`src/rtl/cnt_burst_sched_pkg.sv`:
```
// Shared types for the burst scheduler: one-hot FSM encoding and client ids.
// Imported by the arbiter and the scheduler top.
package cnt_burst_sched_pkg;

    typedef enum logic [3:0] {
        IDLE  = 4'b0001,
        BURST = 4'b0010,
        GAP   = 4'b0100,
        ERR   = 4'b1000
    } state_t;

    localparam logic CLIENT0 = 1'b0;
    localparam logic CLIENT1 = 1'b1;

endpackage

```
`src/rtl/rr_arb2.sv`:
```
// Two-way round-robin pick; the pointer moves to the loser when a grant is taken.
// Winner is combinational from req and the registered pointer.
module rr_arb2
    import cnt_burst_sched_pkg::*;
(
    input  logic       clk,
    input  logic       rst_n,
    input  logic [1:0] req,
    input  logic       advance,
    output logic [1:0] winner
);

    // favoured client index: 0 after reset
    logic prio;

    always_comb begin
        winner = 2'b00;
        unique case (req)
            2'b01:   winner = 2'b01;
            2'b10:   winner = 2'b10;
            2'b11:   winner = (prio == CLIENT1) ? 2'b10 : 2'b01;
            default: winner = 2'b00;
        endcase
    end

    always_ff @(posedge clk or negedge rst_n) begin
        if (!rst_n) begin
            prio <= CLIENT0;
        end else if (advance) begin
            prio <= ~winner[1];
        end
    end

endmodule

```
`src/rtl/cnt_burst_sched.sv`:
```
// Shares one up/down counter between two clients as length-N bursts.
// Sticky overflow from the counter parks the scheduler in ERR until reset.
module cnt_burst_sched
    import cnt_burst_sched_pkg::*;
#(
    parameter int LEN_W = 4
) (
    input  logic             clk,
    input  logic             rst_n,
    input  logic [1:0]       req,
    input  logic [1:0]       dir,
    input  logic [LEN_W-1:0] len0,
    input  logic [LEN_W-1:0] len1,
    output logic [1:0]       gnt,
    output logic [1:0]       done,
    output logic             busy,
    output logic             err,
    output logic             cnt_act,
    output logic             cnt_up_dwn_n,
    input  logic             cnt_ovflw
);

    state_t           state;
    state_t           state_nxt;
    logic             idx_q;
    logic             dir_q;
    logic [LEN_W-1:0] rem_q;

    logic [1:0]       win;
    logic             win_idx;
    logic             win_dir;
    logic [LEN_W-1:0] win_len;
    logic             advance;
    logic [1:0]       idx_oh;

    assign win_idx = win[1];
    assign win_dir = dir[win_idx];
    assign win_len = win_idx ? len1 : len0;
    assign advance = (state == IDLE) && (req != 2'b00) && !cnt_ovflw;

    rr_arb2 u_arb (
        .clk     (clk),
        .rst_n   (rst_n),
        .req     (req),
        .advance (advance),
        .winner  (win)
    );

    always_comb begin
        state_nxt = state;
        unique case (state)
            IDLE: begin
                if (req != 2'b00) begin
                    state_nxt = (win_len != '0) ? BURST : GAP;
                end
            end
            BURST: begin
                if (rem_q == LEN_W'(1)) begin
                    state_nxt = GAP;
                end
            end
            GAP:     state_nxt = IDLE;
            ERR:     state_nxt = ERR;
            default: state_nxt = IDLE;
        endcase
        // overflow wins over every other transition
        if (cnt_ovflw) begin
            state_nxt = ERR;
        end
    end

    always_ff @(posedge clk or negedge rst_n) begin
        if (!rst_n) begin
            state <= IDLE;
            idx_q <= CLIENT0;
            dir_q <= 1'b0;
            rem_q <= '0;
        end else begin
            state <= state_nxt;
            if (advance) begin
                idx_q <= win_idx;
                dir_q <= win_dir;
                rem_q <= win_len;
            end else if (state == BURST && rem_q != '0) begin
                rem_q <= rem_q - LEN_W'(1);
            end
        end
    end

    assign idx_oh       = idx_q ? 2'b10 : 2'b01;
    assign gnt          = (state == BURST) ? idx_oh : 2'b00;
    assign done         = (state == GAP) ? idx_oh : 2'b00;
    assign busy         = (state != IDLE);
    assign err          = (state == ERR);
    assign cnt_act      = (state == BURST);
    assign cnt_up_dwn_n = (state == BURST) && dir_q;

endmodule

```
`config.mk`:
```
export PLATFORM = sky130hd
export DESIGN_NAME = cnt_burst_sched
export DESIGN_NICKNAME = d
export VERILOG_FILES = /design/src/rtl/cnt_burst_sched_pkg.sv /design/src/rtl/rr_arb2.sv /design/src/rtl/cnt_burst_sched.sv
export SDC_FILE = /design/constraint.sdc
export NUM_CORES = 1
export LEC_CHECK = 0
export BUFFER_PORTS_ARGS = -buffer_cell sky130_fd_sc_hd__buf_2
export CORE_MARGIN = 1
export CORE_UTILIZATION = 48
export CTS_CLUSTER_DIAMETER = 50
export DETAILED_ROUTE_END_ITERATION = 10
export GPL_TIMING_DRIVEN = 0
export PLACE_DENSITY = 0.82
export SLEW_MARGIN = 5
export SYNTH_ARGS = -nofsm -noshare
export SYNTH_HDL_FRONTEND = slang
export SYNTH_SLANG_ARGS = --single-unit
```
`constraint.sdc`:
```
create_clock -name clk -period 2.22 [get_ports clk]
set_input_delay 0.444 -clock clk [delete_from_list [all_inputs] [get_ports clk]]
set_output_delay 0.444 -clock clk [all_outputs]
set_load 0.05 [all_outputs]
```
# [Word level (Yosys, flattened, before mapping)]
# Index checks and enable logic that the tools add are counted.
# Widths: inputs -> output; s select.
[totals] register_bits=11 input_bits=15 output_inout_bits=8 elab_cells=44
[op_classes] addsub=1 magnitude_cmp=1 eq_ne=11 n_mux=15 bitwise_logic=1 n_reduce_logical=10
[ops] operator="$mux 4" count=6
[ops] operator="$pmux 4 s3" count=1
[ops] operator="$eq 4x1->1 const B" count=2
[ops] operator="$mux 2" count=4
[ops] operator="$reduce_bool 4->1" count=2
[ops] operator="$pmux 2 s3" count=1
[ops] operator="$eq 2x2->1 const B" count=2
[ops] operator="$eq 4x2->1 const B" count=1
[ops] operator="$eq 4x3->1 const B" count=1
[ops] operator="$eq 4x4->1 const B" count=1
[ops] operator="$logic_and 1x1->1" count=4
[ops] operator="$ne 4x1->1 const B" count=1
[ops] operator="$reduce_bool 2->1" count=2
[ops] operator="$sub 4x1->4 const B" count=1
[ops] operator="$mux 3" count=1
[ops] operator="$ne 3x1->1 const B" count=1
[ops] operator="$ne 3x2->1 const B" count=1
[ops] operator="$eq 2x1->1 const B" count=1
[ops] operator="$lt 1x2->1 const B" count=1
[ops] operator="$mux 1" count=2
[ops] operator="$reduce_and 2->1" count=1
[ops] operator="$logic_not 1->1" count=1
[ops] operator="$not 1->1" count=1

# [Longest topological paths before layout]
# Gate-level depths: netlist of the first run.
[logic_depth] ltp_word=8 mapped_depth=7 depth_no_buf=5

# [Cells and area by module]
# Synthesis of the first run repeated with hierarchy kept, for this count alone.
[unflattened] hier_cells=73 hier_area_um2=695.7
[by_module_without_submodules] mod="cnt_burst_sched" instances=1 cells_per_inst=67 area_per_inst_um2=639.4 seq_area_each_um2=251.5
[by_module_without_submodules] mod="rr_arb2" instances=1 cells_per_inst=6 area_per_inst_um2=56.3 seq_area_each_um2=25.0

# [Worst setup path after synthesis of the first run]
# No wires, ideal clock.
[synth_path] kind="register to output" from="register state[2]" to="output err" arrival_time_ns=2.181 t_required_ns=1.776 slack_ns=-0.405 stages_incl_launch_ff=2 n_path_buf=0 path_cell_list="dfrtp_1 nor4b_1"
[synth_between] elab_chain_len=1
[synth_lines] element="start: declaration" line="cnt_burst_sched.sv:23" source="state_t state;"
[synth_lines] element="start signal: assignment" line="cnt_burst_sched.sv:79" source="state <= state_nxt;"
[synth_lines] element="$eq 4x4->1" line="cnt_burst_sched.sv:94" source="assign err = (state == ERR);"
[synth_lines] element="end: declaration" line="cnt_burst_sched.sv:17" source="output logic err,"
# No other way between the ends.

# [Worst setup path in the final report of the first run]
[layout_path] from="register state[2]" to="output cnt_up_dwn_n"
[layout_between] elab_chain_len=2
[layout_lines] element="$eq 4x2->1" line="cnt_burst_sched.sv:96" source="assign cnt_up_dwn_n = (state == BURST) && dir_q;"
[layout_lines] element="$logic_and 1x1->1" line="cnt_burst_sched.sv:96"
[layout_lines] element="end: declaration" line="cnt_burst_sched.sv:19" source="output logic cnt_up_dwn_n,"
# No other way between the ends.

==> results of run 1 <==
## power by group
group	switching [mW]	total, mW	internal, mW	leakage [nW]
Clock	0.0663	0.136	0.0697	0.0150
Sequential	0.0531	0.321	0.268	0.132
Combinational	0.118	0.221	0.104	0.289
Total	0.237	0.679	0.442	0.435
## timing repair
item | CTS | global route
resized for setup | 4 | 3
setup endpoints to repair | 3 | 2
pin swaps | 0 | 0
## layer usage
metal / wire [microns] / share of wire [%] / vias up / track usage (%)
met5: 0 / 0 / - / 0
met4: 47 / 3.1 / 0 / 15.8
met3: 90 / 6.0 / 6 / 7.22
met2: 715 / 48 / 32 / 37.3
met1: 651 / 43 / 308 / 25.1
li1: - / - / 331 / -
## synth_stat cells, drive strengths merged, types with 2 or more instances
cell / count / area share, %
dfrtp: 10 / 35
mux2i: 4 / 5.7
inv: 5 / 2.7
a21oi: 3 / 2.1
o211ai: 3 / 3.2
nor2: 6 / 3.2
or3: 4 / 3.5
or4b: 2 / 2.8
ha: 2 / 3.5
nand3: 2 / 1.4
o21ai: 4 / 2.8
and2: 2 / 1.8
nand2: 4 / 2.1
nand2b: 2 / 1.8
a21o: 2 / 2.1
buf: 3 / 3.0
## worst max-delay path by stage
stage,to,cells after the start
final,cnt_up_dwn_n,4
after CTS,cnt_up_dwn_n,4
after global routing,cnt_up_dwn_n,4
after floorplan,cnt_up_dwn_n,3
after detailed placement,cnt_up_dwn_n,4
after global placement,rem_q[1],7
## logic make-up (layout without fill, tap and decap cells)
group	count (synthesis)	count (layout)	share of synthesized area [%]
flops	11	11	39.1
compound gates	16	16	16.3
fa+ha+maj	2	2	3.54
mux	5	5	7.26
buf+inv	9	35	6.19
simple gates	32	32	27.6
## per-stage QoR
| stage | std cells | utilization [%] |
|---|---|---|
| 2_1_floorplan | 75 | - |
| 3_3_place_gp | 112 | 63.3 |
| 3_5_place_dp | 112 | 63.3 |
| 4_1_cts | 116 | 65.9 |
| 5_1_grt | 116 | 66.7 |
| 6_report | 116 | 66.7 |
## registers in the layout (all words and copies together), names as in the netlist
name / count
u_arb.prio: 1
rem_q: 4
dir_q: 1
idx_q: 1
state: 4
## area by class of cell
class | count | area, sq um | area share [%]
clock buffer | 4 | 26.3 | 2.95
timing repair buffer | 22 | 123 | 13.8
inverter | 5 | 21.3 | 2.39
sequential | 11 | 277 | 31.1
tap | 15 | 18.8 | 2.11
multi-input combinational | 55 | 399 | 44.9
buffer | 4 | 25.0 | 2.81
==> summary.md, run 1 <==
| Metric | Value |
|---|---|
| Share of cells above drive strength 1 | 37.6% |
| Reg clk slew, reported paths | 0.07 ns |
| Fill count | 118 |
| Iter 0 DRT Violations | 12 |
| Antenna violations before repair | 0 |
| IO Count | 23 |
| First-pass GRT wire length | 2350 microns |
| Final antenna diode count | 0 |
| Largest net degree at the start of global routing | 12 |
| Antenna Violating Nets Remaining | 0 |
| FF+latch count, synth | 11 |
| Setup-failing EPs final | 0 |
| # DRC | 0 |
| Vias | 677 |
| TritonRoute pass-1 iters | 4 |
| Clock Latency Late Sink | 0.27 ns |
| R2R Path End | rem_q[1] |
| Depth of the worst register-to-register path | 7 |
| Max incr delay on CP | 0.59 ns |
| Die width | 40.4 microns |
| Core footprint | 0.00133 sq mm |
| Cts hold-fix bufs | 0 |
| Die Span Y | 40.4 microns |
| Initial core utilization | 53.0% |
| Total power | 0.679 mW |
| Placed Area | 845 sq um |
| Worst hold slack | 0.0272 ns |
| Slowest-stage cell, CP | or4b_4 |
| Final GP Congestion | 0.805 |
| Status | finished clean |
| Worst setup margin | 0.0730 ns |
| Post-Route Skew | 0.00238 ns |
| RR Startpoint | state[0] |
| CTS tree | built |
| Final Hold Vio Count | 0 |
| Postcts setup bufs | 0 |
| Cells after synthesis | 75 |
| Vias in the first global route | 617 |
| Synthesis Warnings | 0 |
| Crit end category | primary output |
| Peak Freq | 466 MHz |
| Power density cells | 763 mW/mm^2 |
| Top cell family by delay on the critical path | simple AND/OR/NAND/NOR gates |
| Area grow syn2layout | 25.8% |
| Worst Tran Pin Value | 0.388 ns |
| Congestion Overflow GR | 0 |
| Commonest non-fill, non-tap cells in the layout | buf_2 (22), dfrtp_1 (10), nor2_1 (6) |
| Commonest non-fill, non-tap cell in the layout | buf_2 |
| Post-DR vias/cell | 5.84 |
| Row count | 13 |
| Startpoint types | flip-flop |
| Post-synth EDFFs | 0 |
| Post-route cell area | 890 sq um |
| Syn nets | 92 |
| Min cycle time layout | 2.15 ns |
| Post-synthesis cell area | 707 sq um |
| LEAKAGE | 0.435 nW |
| CTS Buf Count | 3 |
| Clock Tree Root | clkbuf_4 |
| Syn_area_per_cell | 9.43 sq um |
| Nets | 119 |
| Main flop type after synthesis | dfrtp_1 |
| Setup TNS | 0 ns |
| Post-Route WL | 1510 microns |
| Die Footprint | 0.00163 sq mm |
| TritonCTS Sinks | 11 |
| Clk buf depth | 2 |
| Number of port buffers | 22 |
| Sequential fraction of the synthesis area | 39.1% |
| Kind of critical path | flip-flop to primary output |
| Worst setup path startpoint | state[2] |
| WP buf/inv | 2 |
| H-Tree Depth | 1 |
| Crit-path max FO | 5 |
| Pre-CTS setup slack | 0.101 ns |
| CP cell instances | or4b_4 -> inv_4 -> and2_2 -> buf_6 |
| Max-capacitance violation count | 0 |
| Reg2Reg Setup Slack | 0.14 ns |
| Peak supply drop | 0.466 mV |
| Max Slew Vio Count | 0 |
| Worst relative slew slack | 74.1% |
| Total GRT Usage | 22.9% |
| Asr flop ratio synth | 100% |
| WP data required | 1.78 ns |
| RSZ-0062 raised after global routing | false |
| CP arrival | 1.70 ns |
| Wire per inst | 13.0 microns |
| Min-Delay Path Class | input pin to async pin |
| Final worst path period share | 96.7% |
| DP HPWL | 1210 microns |
| Yosys cell types | 35 |
Note: power is estimated with default switching activity, not from simulation.
==> run 2: changes to the inputs <==
GPL_TIMING_DRIVEN = unset   (was 0)
==> summary.md, run 2 (synthesis gave the netlist of run 1 again) <==
| Metric | Value |
|---|---|
| TritonRoute pass-1 iters | 4 (unchanged) |
| Max incr delay on CP | 0.55 ns (-0.04 ns) |
| Met2 Use GR | 31.7% (-5.6 points) |
| TritonCTS Sinks | 11 (unchanged) |
| Commonest non-fill, non-tap cell in the layout | buf_2 |
| Final GP Congestion | 0.803 (-0.30%) |
| Post-DR vias/cell | 5.70 (-2.3%) |
| RSZ-0062 raised after global routing | false |
| Vias in the first global route | 543 (-12%) |
| M3 GR Usage | 3.33% (-3.9 points) |
| Share of cells above drive strength 1 | 36.4% (-1.3 points) |
| Initial core utilization | 53.0% (unchanged) |
| Worst Tran Pin Value | 0.442 ns (+0.0541 ns) |
| Min-Delay Path Class | input pin to async pin |
| CTS Buf Count | 3 (unchanged) |
| Kind of critical path | flip-flop to primary output |
| Wire per inst | 12.7 microns (-1.8%) |
| CTS tree | built |
| DP HPWL | 1150 microns (-4.6%) |
| Row count | 13 (unchanged) |
| Util after Layout | 65.1% (-1.6 points) |
| Peak Freq | 465 MHz (about the same) |
| Number of port buffers | 22 (unchanged) |
| Most used cell, CP | buf_4 |
| Post-route cell area | 868 sq um (-2.4%) |
| LEAKAGE | 0.429 nW (-1.4%) |
| WP data required | 1.78 ns (about the same) |
| Slowest-stage cell, CP | or4b_1 |
| Clock Tree Root | clkbuf_4 |
| Crit end category | primary output |
| IO Count | 23 (unchanged) |
| H-Tree Depth | 1 (unchanged) |
| Setup TNS | 0 ns (unchanged) |
| GR Util met1 | 28.5% (+3.4 points) |
| Die Footprint | 0.00163 sq mm (unchanged) |
| Total GRT Usage | 20.9% (-2.0 points) |
| Peak supply drop | 0.386 mV (-17%) |
| Antenna violations before repair | 0 (unchanged) |
| # DRC | 0 (unchanged) |
| Die width | 40.4 microns (unchanged) |
| Cts hold-fix bufs | 0 (unchanged) |
| Post-Route WL | 1450 microns (-3.5%) |
| Congestion Overflow GR | 0 (unchanged) |
| CP cell instances | or4b_1 -> buf_4 -> nor2_1 -> buf_4 |
| Final Hold Vio Count | 0 (unchanged) |
| First-pass GRT wire length | 2230 microns (-5.3%) |
| Final antenna diode count | 0 (unchanged) |
| Reg clk slew, reported paths | 0.08 ns (about the same) |
| Vias | 650 (-4.0%) |
| Status | finished clean |
| Die Span Y | 40.4 microns (unchanged) |
| Post-CTS Resized | 2 (-2) |
| Total power | 0.682 mW (+0.55%) |
| Core footprint | 0.00133 sq mm (unchanged) |
| Clock Latency Late Sink | 0.28 ns (about the same) |
| Crit-path max FO | 5 (unchanged) |
| Largest net degree at the start of global routing | 15 (+3) |
| Postcts setup bufs | 0 (unchanged) |
| Max Slew Vio Count | 0 (unchanged) |
| Final worst path period share | 96.8% (about the same) |
| Startpoint types | flip-flop |
| Setup-failing EPs final | 0 (unchanged) |
| Antenna Violating Nets Remaining | 0 (unchanged) |
| Area grow syn2layout | 22.8% |
| Biggest regs | rem_q x4, state x4 |
| Clk buf depth | 2 (unchanged) |
| Worst relative slew slack | 70.5% (-3.6 points) |
| Placed Area | 835 sq um (-1.2%) |
| GR peak layer | met2 |
| Post-Route Skew | 0.00686 ns (+0.00448 ns) |
| Min cycle time layout | 2.15 ns (+0.00148 ns) |
| Iter 0 DRT Violations | 21 (+9) |
| Nets | 117 (-1.7%) |
| CP arrival | 1.70 ns (about the same) |
| Max-capacitance violation count | 0 (unchanged) |
| Power density cells | 786 mW/mm^2 (+3.0%) |
| Commonest non-fill, non-tap cells in the layout | buf_2 (19), dfrtp_1 (10), nor2_1 (6) |
==> run 2: area by class of cell <==
type	count	area, sq um
multi-input cells	55	395
clock buffers	4	26.3
well taps	15	18.8
repair buffers	24	133
inverters	5	18.8
fillers	125	465
flip-flops and latches	11	277
==> run 2: critical path: cells and delay by family, from the launching register on <==
kind | cells | cell delay, ns
flops | 1 | 0.42
buf+inv | 2 | 0.38
simple gates | 2 | 0.63
==> run 2: report_power, final <==
group	switching, mW	internal [mW]	total, mW	leakage, nW
logic	0.118	0.102	0.220	0.283
clock network	0.0718	0.0697	0.142	0.0150
registers	0.0529	0.268	0.321	0.132
total	0.243	0.439	0.682	0.429
==> run 2: per-layer routing <==
layer	wire length (microns)	share of wire, %
met1	676	47
met2	677	47
met3	73	5.0
met4	26	1.8
met5	0	0
==> run 2: final timing paths <==
check	from	to	slack, ns	cells after the start
worst max-delay path	state[2]	gnt[0]	0.07	4
worst max register to register	state[0]	rem_q[2]	0.13	3
worst min register to register	dir_q	dir_q	0.48	2
min in group clk	cnt_ovflw	state[0]	0.37	2
worst min-delay path	rst_n	rem_q[1]	0.02	1
max in group asynchronous	rst_n	state[0]	1.93	1
==> run 2: metrics by stage <==
stage / std cells / hold slack, ns / setup slack, ns
after floorplan: 75 / 0.148 / 0.00542
after global placement: 110 / 0.324 / 0.185
after detailed placement: 110 / 0.326 / 0.151
after CTS: 114 / 0.0272 / 0.0292
after global routing: 114 / 0.0312 / 0.00158
final: 114 / 0.0186 / 0.0715
